===== src/rtl/dmem_arbiter_if.sv =====
// Bus bundle for dmem_arbiter: pipeline port, DMA port and memory side.
// The slave modport is the arbiter's view; master is the requester/memory view.
interface dmem_arbiter_if #(
  parameter int ADDR_W = 16,
  parameter int DATA_W = 16
);
  // Pipeline (MEM stage) port
  logic              p_req;
  logic              p_we;
  logic [ADDR_W-1:0] p_addr;
  logic [DATA_W-1:0] p_wdata;
  logic              p_stall;
  logic [DATA_W-1:0] p_rdata;
  logic              p_rvalid;
  // DMA / loader port
  logic              d_req;
  logic              d_we;
  logic [ADDR_W-1:0] d_addr;
  logic [DATA_W-1:0] d_wdata;
  logic              d_gnt;
  logic [DATA_W-1:0] d_rdata;
  logic              d_rvalid;
  // Memory side
  logic              mem_we;
  logic              mem_re;
  logic [ADDR_W-1:0] mem_addr;
  logic [DATA_W-1:0] mem_wdata;
  logic [DATA_W-1:0] mem_rdata;

  modport slave (
    input  p_req, p_we, p_addr, p_wdata,
    output p_stall, p_rdata, p_rvalid,
    input  d_req, d_we, d_addr, d_wdata,
    output d_gnt, d_rdata, d_rvalid,
    output mem_we, mem_re, mem_addr, mem_wdata,
    input  mem_rdata
  );

  modport master (
    output p_req, p_we, p_addr, p_wdata,
    input  p_stall, p_rdata, p_rvalid,
    output d_req, d_we, d_addr, d_wdata,
    input  d_gnt, d_rdata, d_rvalid,
    input  mem_we, mem_re, mem_addr, mem_wdata,
    output mem_rdata
  );
endinterface


===== src/rtl/dmem_arbiter.sv =====
// Data-memory arbiter between the pipeline MEM stage and a DMA/loader port.
// Default: fixed pipeline priority with a starvation guard (NORM/FORCE_D).
// Define DMEM_ARB_RR_EN to replace the guard with round-robin on contention.
// Memory read latency is one cycle; read data is steered by a registered tag.
module dmem_arbiter #(
  parameter int ADDR_W     = 16,
  parameter int DATA_W     = 16,
  parameter int STARVE_MAX = 4
) (
  input  logic          clk,
  input  logic          rst,
  dmem_arbiter_if.slave bus
);

  logic              gnt_p;
  logic              gnt_d;
  logic              rd_vld;
  logic              rd_own_d;
  logic [DATA_W-1:0] p_rdata_q;
  logic [DATA_W-1:0] d_rdata_q;

`ifdef DMEM_ARB_RR_EN
  // 1 when the DMA port wins the next contested cycle
  logic rr_d_next;

  // Round-robin grant: contested cycles alternate, uncontested ones pass through
  always_comb begin
    gnt_p = 1'b0;
    gnt_d = 1'b0;
    if (bus.p_req && bus.d_req) begin
      gnt_d = rr_d_next;
      gnt_p = ~rr_d_next;
    end else begin
      gnt_p = bus.p_req;
      gnt_d = bus.d_req;
    end
  end

  // Flip priority only on contested cycles; pipeline wins first after reset
  always_ff @(posedge clk) begin
    if (rst) begin
      rr_d_next <= 1'b0;
    end else if (bus.p_req && bus.d_req) begin
      rr_d_next <= ~rr_d_next;
    end
  end
`else
  typedef enum logic {NORM, FORCE_D} state_t;

  localparam logic [3:0] SMAX = 4'(STARVE_MAX);

  state_t     state;
  state_t     state_nxt;
  logic [3:0] starve_cnt;
  logic [3:0] starve_nxt;

  // Fixed pipeline priority; force one DMA slot once it has lost SMAX times in a row
  always_comb begin
    state_nxt  = state;
    starve_nxt = starve_cnt;
    gnt_p      = 1'b0;
    gnt_d      = 1'b0;
    case (state)
      NORM: begin
        if (bus.p_req) begin
          gnt_p = 1'b1;
          if (bus.d_req) begin
            if (starve_cnt >= SMAX) starve_nxt = SMAX;
            else                    starve_nxt = starve_cnt + 4'd1;
            if (starve_nxt == SMAX) state_nxt = FORCE_D;
          end else begin
            starve_nxt = '0;
          end
        end else begin
          gnt_d      = bus.d_req;
          starve_nxt = '0;
        end
      end
      FORCE_D: begin
        // The forced slot goes unused by DMA if it dropped its request;
        // the pipeline may take it instead.
        gnt_d      = bus.d_req;
        gnt_p      = bus.p_req & ~bus.d_req;
        starve_nxt = '0;
        state_nxt  = NORM;
      end
      default: begin
        state_nxt  = NORM;
        starve_nxt = '0;
      end
    endcase
  end

  // State and starvation counter registers
  always_ff @(posedge clk) begin
    if (rst) begin
      state      <= NORM;
      starve_cnt <= '0;
    end else begin
      state      <= state_nxt;
      starve_cnt <= starve_nxt;
    end
  end
`endif

  // Memory side mirrors the granted port; all zero when nobody is granted
  always_comb begin
    bus.mem_we    = 1'b0;
    bus.mem_re    = 1'b0;
    bus.mem_addr  = '0;
    bus.mem_wdata = '0;
    if (gnt_p) begin
      bus.mem_we    = bus.p_we;
      bus.mem_re    = ~bus.p_we;
      bus.mem_addr  = bus.p_addr;
      bus.mem_wdata = bus.p_wdata;
    end else if (gnt_d) begin
      bus.mem_we    = bus.d_we;
      bus.mem_re    = ~bus.d_we;
      bus.mem_addr  = bus.d_addr;
      bus.mem_wdata = bus.d_wdata;
    end
  end

  // Read-owner tag for the access whose data returns next cycle
  always_ff @(posedge clk) begin
    if (rst) begin
      rd_vld   <= 1'b0;
      rd_own_d <= 1'b0;
    end else begin
      rd_vld   <= bus.mem_re;
      rd_own_d <= gnt_d;
    end
  end

  // Hold the last returned word per port for the cycles without rvalid
  always_ff @(posedge clk) begin
    if (rst) begin
      p_rdata_q <= '0;
      d_rdata_q <= '0;
    end else if (rd_vld) begin
      if (rd_own_d) d_rdata_q <= bus.mem_rdata;
      else          p_rdata_q <= bus.mem_rdata;
    end
  end

  // Port-side outputs: stall, grant and steered read data
  always_comb begin
    bus.p_stall  = bus.p_req & ~gnt_p;
    bus.d_gnt    = gnt_d;
    bus.p_rvalid = rd_vld & ~rd_own_d;
    bus.d_rvalid = rd_vld & rd_own_d;
    bus.p_rdata  = bus.p_rvalid ? bus.mem_rdata : p_rdata_q;
    bus.d_rdata  = bus.d_rvalid ? bus.mem_rdata : d_rdata_q;
  end

endmodule


===== src/flat_wrapper.sv =====
// flat-port wrapper written by rule: the top's interface ports become plain ports
module dmem_arbiter_flat 
#(
  parameter int ADDR_W     = 16,
  parameter int DATA_W     = 16,
  parameter int STARVE_MAX = 4
)
  (clk, rst, bus_p_req, bus_p_we, bus_p_addr, bus_p_wdata, bus_p_stall, bus_p_rdata, bus_p_rvalid, bus_d_req, bus_d_we, bus_d_addr, bus_d_wdata, bus_d_gnt, bus_d_rdata, bus_d_rvalid, bus_mem_we, bus_mem_re, bus_mem_addr, bus_mem_wdata, bus_mem_rdata);
  dmem_arbiter_if #(.ADDR_W(ADDR_W), .DATA_W(DATA_W)) bus_i ();
  input  logic clk;
  input  logic rst;
  input wire logic [$bits(bus_i.p_req)-1:0] bus_p_req;
  input wire logic [$bits(bus_i.p_we)-1:0] bus_p_we;
  input wire logic [$bits(bus_i.p_addr)-1:0] bus_p_addr;
  input wire logic [$bits(bus_i.p_wdata)-1:0] bus_p_wdata;
  output wire logic [$bits(bus_i.p_stall)-1:0] bus_p_stall;
  output wire logic [$bits(bus_i.p_rdata)-1:0] bus_p_rdata;
  output wire logic [$bits(bus_i.p_rvalid)-1:0] bus_p_rvalid;
  input wire logic [$bits(bus_i.d_req)-1:0] bus_d_req;
  input wire logic [$bits(bus_i.d_we)-1:0] bus_d_we;
  input wire logic [$bits(bus_i.d_addr)-1:0] bus_d_addr;
  input wire logic [$bits(bus_i.d_wdata)-1:0] bus_d_wdata;
  output wire logic [$bits(bus_i.d_gnt)-1:0] bus_d_gnt;
  output wire logic [$bits(bus_i.d_rdata)-1:0] bus_d_rdata;
  output wire logic [$bits(bus_i.d_rvalid)-1:0] bus_d_rvalid;
  output wire logic [$bits(bus_i.mem_we)-1:0] bus_mem_we;
  output wire logic [$bits(bus_i.mem_re)-1:0] bus_mem_re;
  output wire logic [$bits(bus_i.mem_addr)-1:0] bus_mem_addr;
  output wire logic [$bits(bus_i.mem_wdata)-1:0] bus_mem_wdata;
  input wire logic [$bits(bus_i.mem_rdata)-1:0] bus_mem_rdata;
  assign bus_i.p_req = bus_p_req;
  assign bus_i.p_we = bus_p_we;
  assign bus_i.p_addr = bus_p_addr;
  assign bus_i.p_wdata = bus_p_wdata;
  assign bus_p_stall = bus_i.p_stall;
  assign bus_p_rdata = bus_i.p_rdata;
  assign bus_p_rvalid = bus_i.p_rvalid;
  assign bus_i.d_req = bus_d_req;
  assign bus_i.d_we = bus_d_we;
  assign bus_i.d_addr = bus_d_addr;
  assign bus_i.d_wdata = bus_d_wdata;
  assign bus_d_gnt = bus_i.d_gnt;
  assign bus_d_rdata = bus_i.d_rdata;
  assign bus_d_rvalid = bus_i.d_rvalid;
  assign bus_mem_we = bus_i.mem_we;
  assign bus_mem_re = bus_i.mem_re;
  assign bus_mem_addr = bus_i.mem_addr;
  assign bus_mem_wdata = bus_i.mem_wdata;
  assign bus_i.mem_rdata = bus_mem_rdata;
  dmem_arbiter #(.ADDR_W(ADDR_W), .DATA_W(DATA_W), .STARVE_MAX(STARVE_MAX)) u_core (.clk(clk), .rst(rst), .bus(bus_i));
endmodule

===== config.mk =====
export PLATFORM = sky130hd
export DESIGN_NAME = dmem_arbiter_flat
export DESIGN_NICKNAME = d
export VERILOG_FILES = /design/src/rtl/dmem_arbiter_if.sv /design/src/rtl/dmem_arbiter.sv /design/src/flat_wrapper.sv
export SDC_FILE = /design/constraint.sdc
export NUM_CORES = 1
export LEC_CHECK = 0
export ABC_CLOCK_PERIOD_IN_PS = 1800
export BUFFER_PORTS_ARGS = -buffer_cell sky130_fd_sc_hd__buf_2
export CAP_MARGIN = 20
export CORE_MARGIN = 2
export CORE_UTILIZATION = 39
export DETAILED_ROUTE_END_ITERATION = 6
export HOLD_SLACK_MARGIN = 0.15
export MAX_ROUTING_LAYER = met4
export PLACE_DENSITY = 0.81
export RECOVER_POWER = 50
export SLEW_MARGIN = 10
export SYNTH_ARGS = -nofsm -noshare
export SYNTH_HDL_FRONTEND = slang
export SYNTH_SLANG_ARGS = --single-unit
export TNS_END_PERCENT = 50

===== constraint.sdc =====
create_clock -name clk -period 1.8 [get_ports clk]
set_input_delay 0 -clock clk [delete_from_list [all_inputs] [get_ports clk]]
set_output_delay 0 -clock clk [all_outputs]
set_load 0.05 [all_outputs]

# After elaboration in Yosys (flattened, before gate mapping)
# Index checks and enable logic that the tools add are counted.
dict set report word_totals {
  ff_bits 39
  inputBits 86
  out_inout_bits 70
  word_cells 46
}
dict set report classes {
  n_addsub 1
  magnitude_cmp 1
  n_eq_ne 1
  n_mux 25
  bitwise 10
  n_reduce_logical 2
}
# op n
set ops {}
lappend ops {{16-bit two-way mux} 6}
lappend ops {{4-bit two-way mux} 6}
lappend ops {{1-bit two-way mux} 9}
lappend ops {{4-bit one-hot mux with 2 select lines} 1}
lappend ops {{1-bit inverter} 6}
lappend ops {{1-bit one-hot mux with 2 select lines} 3}
lappend ops {{4-bit by 1-bit adder with 4-bit output, second input constant} 1}
lappend ops {{1-bit AND} 4}
lappend ops {{4-bit by 3-bit equality test with 1-bit output, second input constant} 1}
lappend ops {{4-bit by 3-bit >= comparator with 1-bit output, second input constant} 1}
lappend ops {{2-bit AND reduction} 2}

# Longest topological paths before layout
dict set report depth {
  ltp_word 10
  ltp_mapped 5
  ltp_nobuf 4
}

# Least setup slack after synthesis
# Ideal clock, no wire load.
dict set report synth_path {
  path_type {reg-to-output}
  startpoint {reg u_core.state}
  endpoint {out bus_mem_we}
  arrival_ns 1.586
  required_ns 1.800
  slack_ns 0.214
  path_stages_with_launch 5
  n_path_buf 1
  path_cell_list {dfxtp_1 a21boi_2 buf_2 inv_1 o22ai_1}
}
dict set report synth_via {
  elab_chain_cells 4
  elab_cells_between_ends 5
  cone_classes {mux (4); bitwise (1)}
}
# element line_no
set synth_lines {}
lappend synth_lines {{start: declaration} dmem_arbiter.sv:52} ;# state_t state;
lappend synth_lines {{start signal: assignment} dmem_arbiter.sv:100} ;# state <= state_nxt;
lappend synth_lines {{1-bit inverter} dmem_arbiter.sv:63} ;# case (state)
lappend synth_lines {{1-bit one-hot mux with 2 select lines} dmem_arbiter.sv:63}
lappend synth_lines {{1-bit two-way mux} dmem_arbiter.sv:117} ;# end else if (gnt_d) begin
lappend synth_lines {{1-bit two-way mux (*)} dmem_arbiter.sv:112} ;# if (gnt_p) begin
lappend synth_lines {{end: declaration} flat_wrapper.sv:26} ;# output wire logic [$bits(bus_i.mem_we)-1:0] bus_mem_we;
# Every way passes the cells marked *; elsewhere a longest branch is shown, timed or not.

# Worst setup path in the final report
dict set report layout_path {
  startpoint {reg u_core.state}
  endpoint {out bus_mem_addr[15]}
}
dict set report layout_via {
  elab_chain_cells 4
  elab_cells_between_ends 5
  cone_classes {mux (4); bitwise (1)}
}
# element line_no
set layout_lines {}
lappend layout_lines {{1-bit inverter} dmem_arbiter.sv:63}
lappend layout_lines {{1-bit one-hot mux with 2 select lines} dmem_arbiter.sv:63}
lappend layout_lines {{16-bit two-way mux} dmem_arbiter.sv:117}
lappend layout_lines {{16-bit two-way mux (*)} dmem_arbiter.sv:112}
lappend layout_lines {{end: declaration} flat_wrapper.sv:28} ;# output wire logic [$bits(bus_i.mem_addr)-1:0] bus_mem_addr;
# Marks and branches as above.

==> metrics.md <==
| Metric | Value |
|---|---|
| Final TNS setup | `0 ns` |
| Starting DRT DRC Count | `between 50 and 60` |
| Critical Path Sink Type | `output port` |
| Worst-Skew Late Latency | `around 0.28 ns` |
| Router iterations before antenna repair | `4` |
| Mapped Nets | `260` |
| Initial antenna violation count | `0` |
| Vias per cell | `approximately 4.8` |
| Setup WS post-layout | `approximately 0.13 ns` |
| #FFs+latches synth | `39` |
| Die Area | `5404 um^2` |
| Final hold slack | `0.2070 ns` |
| Filler instances | `a little over 400` |
| Ports | `around 160` |
| Leading cell type in the layout, fill and taps excluded | `buf_2` |
| Startpoint Class | `flop` |
| CTS tree | `done` |
| Root Driver | `clkbuf_8` |
| Primary FF master, synth | `dfxtp_1` |
| Final WL | `about 5500 um` |
| Layout cells sized above 1 | `0.5144` |
| Synth Warn # | `0` |
| Post-Synthesis Cells | `roughly 170` |
| DIE WIDTH | `about 74 um` |
| First-pass GRT wire length | `between 7000 and 8000 um` |
| Antenna cells | `0` |
| Multi-input gate area | `a little under 1000 um^2` |
| Data required, critical path | `around 1.8 ns` |
| Data arrival time of the critical path | `about 1.7 ns` |
| Worst vdd ir | `0.5351 mV` |
| Grt ovf | `0` |
| Synth Cell Area | `~1900 um^2` |
| Hpwl dp | `around 4000 um` |
| TritonCTS Sinks | `39` |
| Routed via count | `between 1,500 and 2,000` |
| Leak | `around 0.0016 uW` |
| Yosys cell types | `27` |
| Slew @ Worst Pin | `about 0.60 ns` |
| H-tree depth | `2` |
| RSZ-0062 raised after global routing | `no` |
| Initial Utilization | `0.4016` |
| Port Buffer Count | `approximately 160` |
| Final Hold Viols | `0` |
| DP Area | `~2700 um^2` |
| Max-cap violations | `0` |
| Final Cell Area | `between 2000 and 3000 um^2` |
| Die H | `~74 um` |
| Layout net count | `between 400 and 500` |
| Clock Skews | `between 0.005 and 0.006 ns` |
| CTS max path bufs | `2` |
| Final slew viol count | `0` |
| Slew margin rel. | `0.5988` |
| Place WS | `0.3219 ns` |
| Max Freq | `~600 MHz` |
| FFs w/ async S/R, synth | `0` |
| Area of the core | `between 4000 and 5000 um^2` |
| Clock slew at reported path FFs | `around 0.070 ns` |
| Pwr dens | `751.2 nW/um^2` |
| Num CTS Buffers | `5` |
| Post-synth EDFFs | `0` |
| Run status | `completed` |
| Sequential area share after synthesis | `0.4143` |
| Vias in the first global route | `1,583` |
| DRC viols | `0` |
| Worst-path maximum fanout | `33` |
| Wire length per cell | `between 10 and 15 um` |
| Crit Path Class | `flop to output port` |
| Worst hold path type | `input port to flop` |
| Total GRT Usage | `0.1866` |
| Final setup fails | `0` |
| Final period util | `0.9253` |
| Antenna-violating nets left | `0` |
| Mapped Avg Cell Area | `about 11 um^2` |
| Final min period | `approximately 1.7 ns` |
| Final GP Congestion | `between 0.7 and 0.8` |
| Pin count of the biggest net entering global routing | `35` |
| FF/Latch Area | `780.7 um^2` |
| Most frequent cells in the layout | `139 x buf_2, 39 x dfxtp_1, 33 x nor2b_1` |
| Area grow syn2layout | `56.84%` |
| Cell Rows | `25` |
## worst max-delay path: stages (launching register included)
cell and delay [ns]:
dfxtp_1 0.37, nand2b_1 0.14, nand2_1 0.12, inv_4 0.28, a22o_1 0.22, buf_2 0.27
## sequential cells by signal (all words and copies together), names as in the netlist
| signal | count |
|---|---|
| u_core.rd_vld | 1 |
| u_core.rd_own_d | 1 |
| u_core.d_rdata_q | 16 |
| u_core.starve_cnt | 4 |
| u_core.state | 1 |
| u_core.p_rdata_q | 16 |
## worst paths after layout
kind / slack [ns] / depth (start not counted) / startpoint / end
max reg2reg: 0.19 / 5 / u_core.state$_SDFF_PP0_ / u_core.rd_vld$_SDFF_PP0_
max: 0.13 / 5 / u_core.state$_SDFF_PP0_ / bus_mem_addr[15]
min: 0.21 / 4 / bus_p_req / u_core.starve_cnt[0]$_SDFF_PP0_
min reg2reg: 0.45 / 1 / u_core.starve_cnt[0]$_SDFF_PP0_ / u_core.starve_cnt[0]$_SDFF_PP0_
## report_power, final
part           switching, uW  internal, uW  total, uW
Combinational            514           258        772
Clock                    280           272        552
Sequential              8.16           888        896
Total                    802          1420       2220
## logic make-up after synthesis
family	after synthesis	share of synthesized area
AO/OA/AOI/OAI	37	0.1713
adder cells (fa/ha/maj)	1	0.006639
buffers and inverters	18	0.05112
flip-flops	39	0.4143
multiplexers	32	0.2092
other	1	0.001990
AND/OR/NAND/NOR	45	0.1454
## area by class of cell
type,count,area share
clock inverter,1,0.001693
multi-input combinational,116,0.3319
tap,54,0.02286
inverter,6,0.008467
sequential,39,0.2642
clock buffer,7,0.02583
timing repair buffer,179,0.3450
## synthesized netlist by cell type (2+ instances only)
| master | instances | area [um^2] |
|---|---|---|
| dfxtp_1 | 39 | 780.8 |
| mux2_4 | 9 | 135.1 |
| nor2b_1 | 33 | 206.5 |
| mux2_1 | 8 | 90.09 |
| clkbuf_1 | 4 | 15.01 |
| buf_2 | 5 | 25.02 |
| nor2_1 | 4 | 15.01 |
| mux2_2 | 15 | 168.9 |
| and3_1 | 2 | 12.51 |
| a22o_1 | 32 | 280.3 |
| nand2_1 | 2 | 7.510 |
| inv_1 | 5 | 18.77 |
## metal layers
metal	vias up	global-route usage	wire length, um
met5	-	-	0
met4	0	0.05051	34
met3	2	0.06173	395
met2	70	0.2907	2786
met1	894	0.2317	2245
li1	963	-	-
## through the flow
stage               cells  total power [uW]    util
floorplan             173              1458       -
global placement      373              1657  0.5736
detailed placement    373              1664  0.5736
CTS                   402              2261  0.6363
global route          402              2319  0.6299
finish                402              2220  0.6299
## what timing repair did
action	CTS	global route
buffers inserted	0	0
endpoints found under the hold margin	34	0
hold buffers	21	0
resized for setup	1	1
endpoints found under the setup margin	1	1
Power figures use the tool's default switching activity.
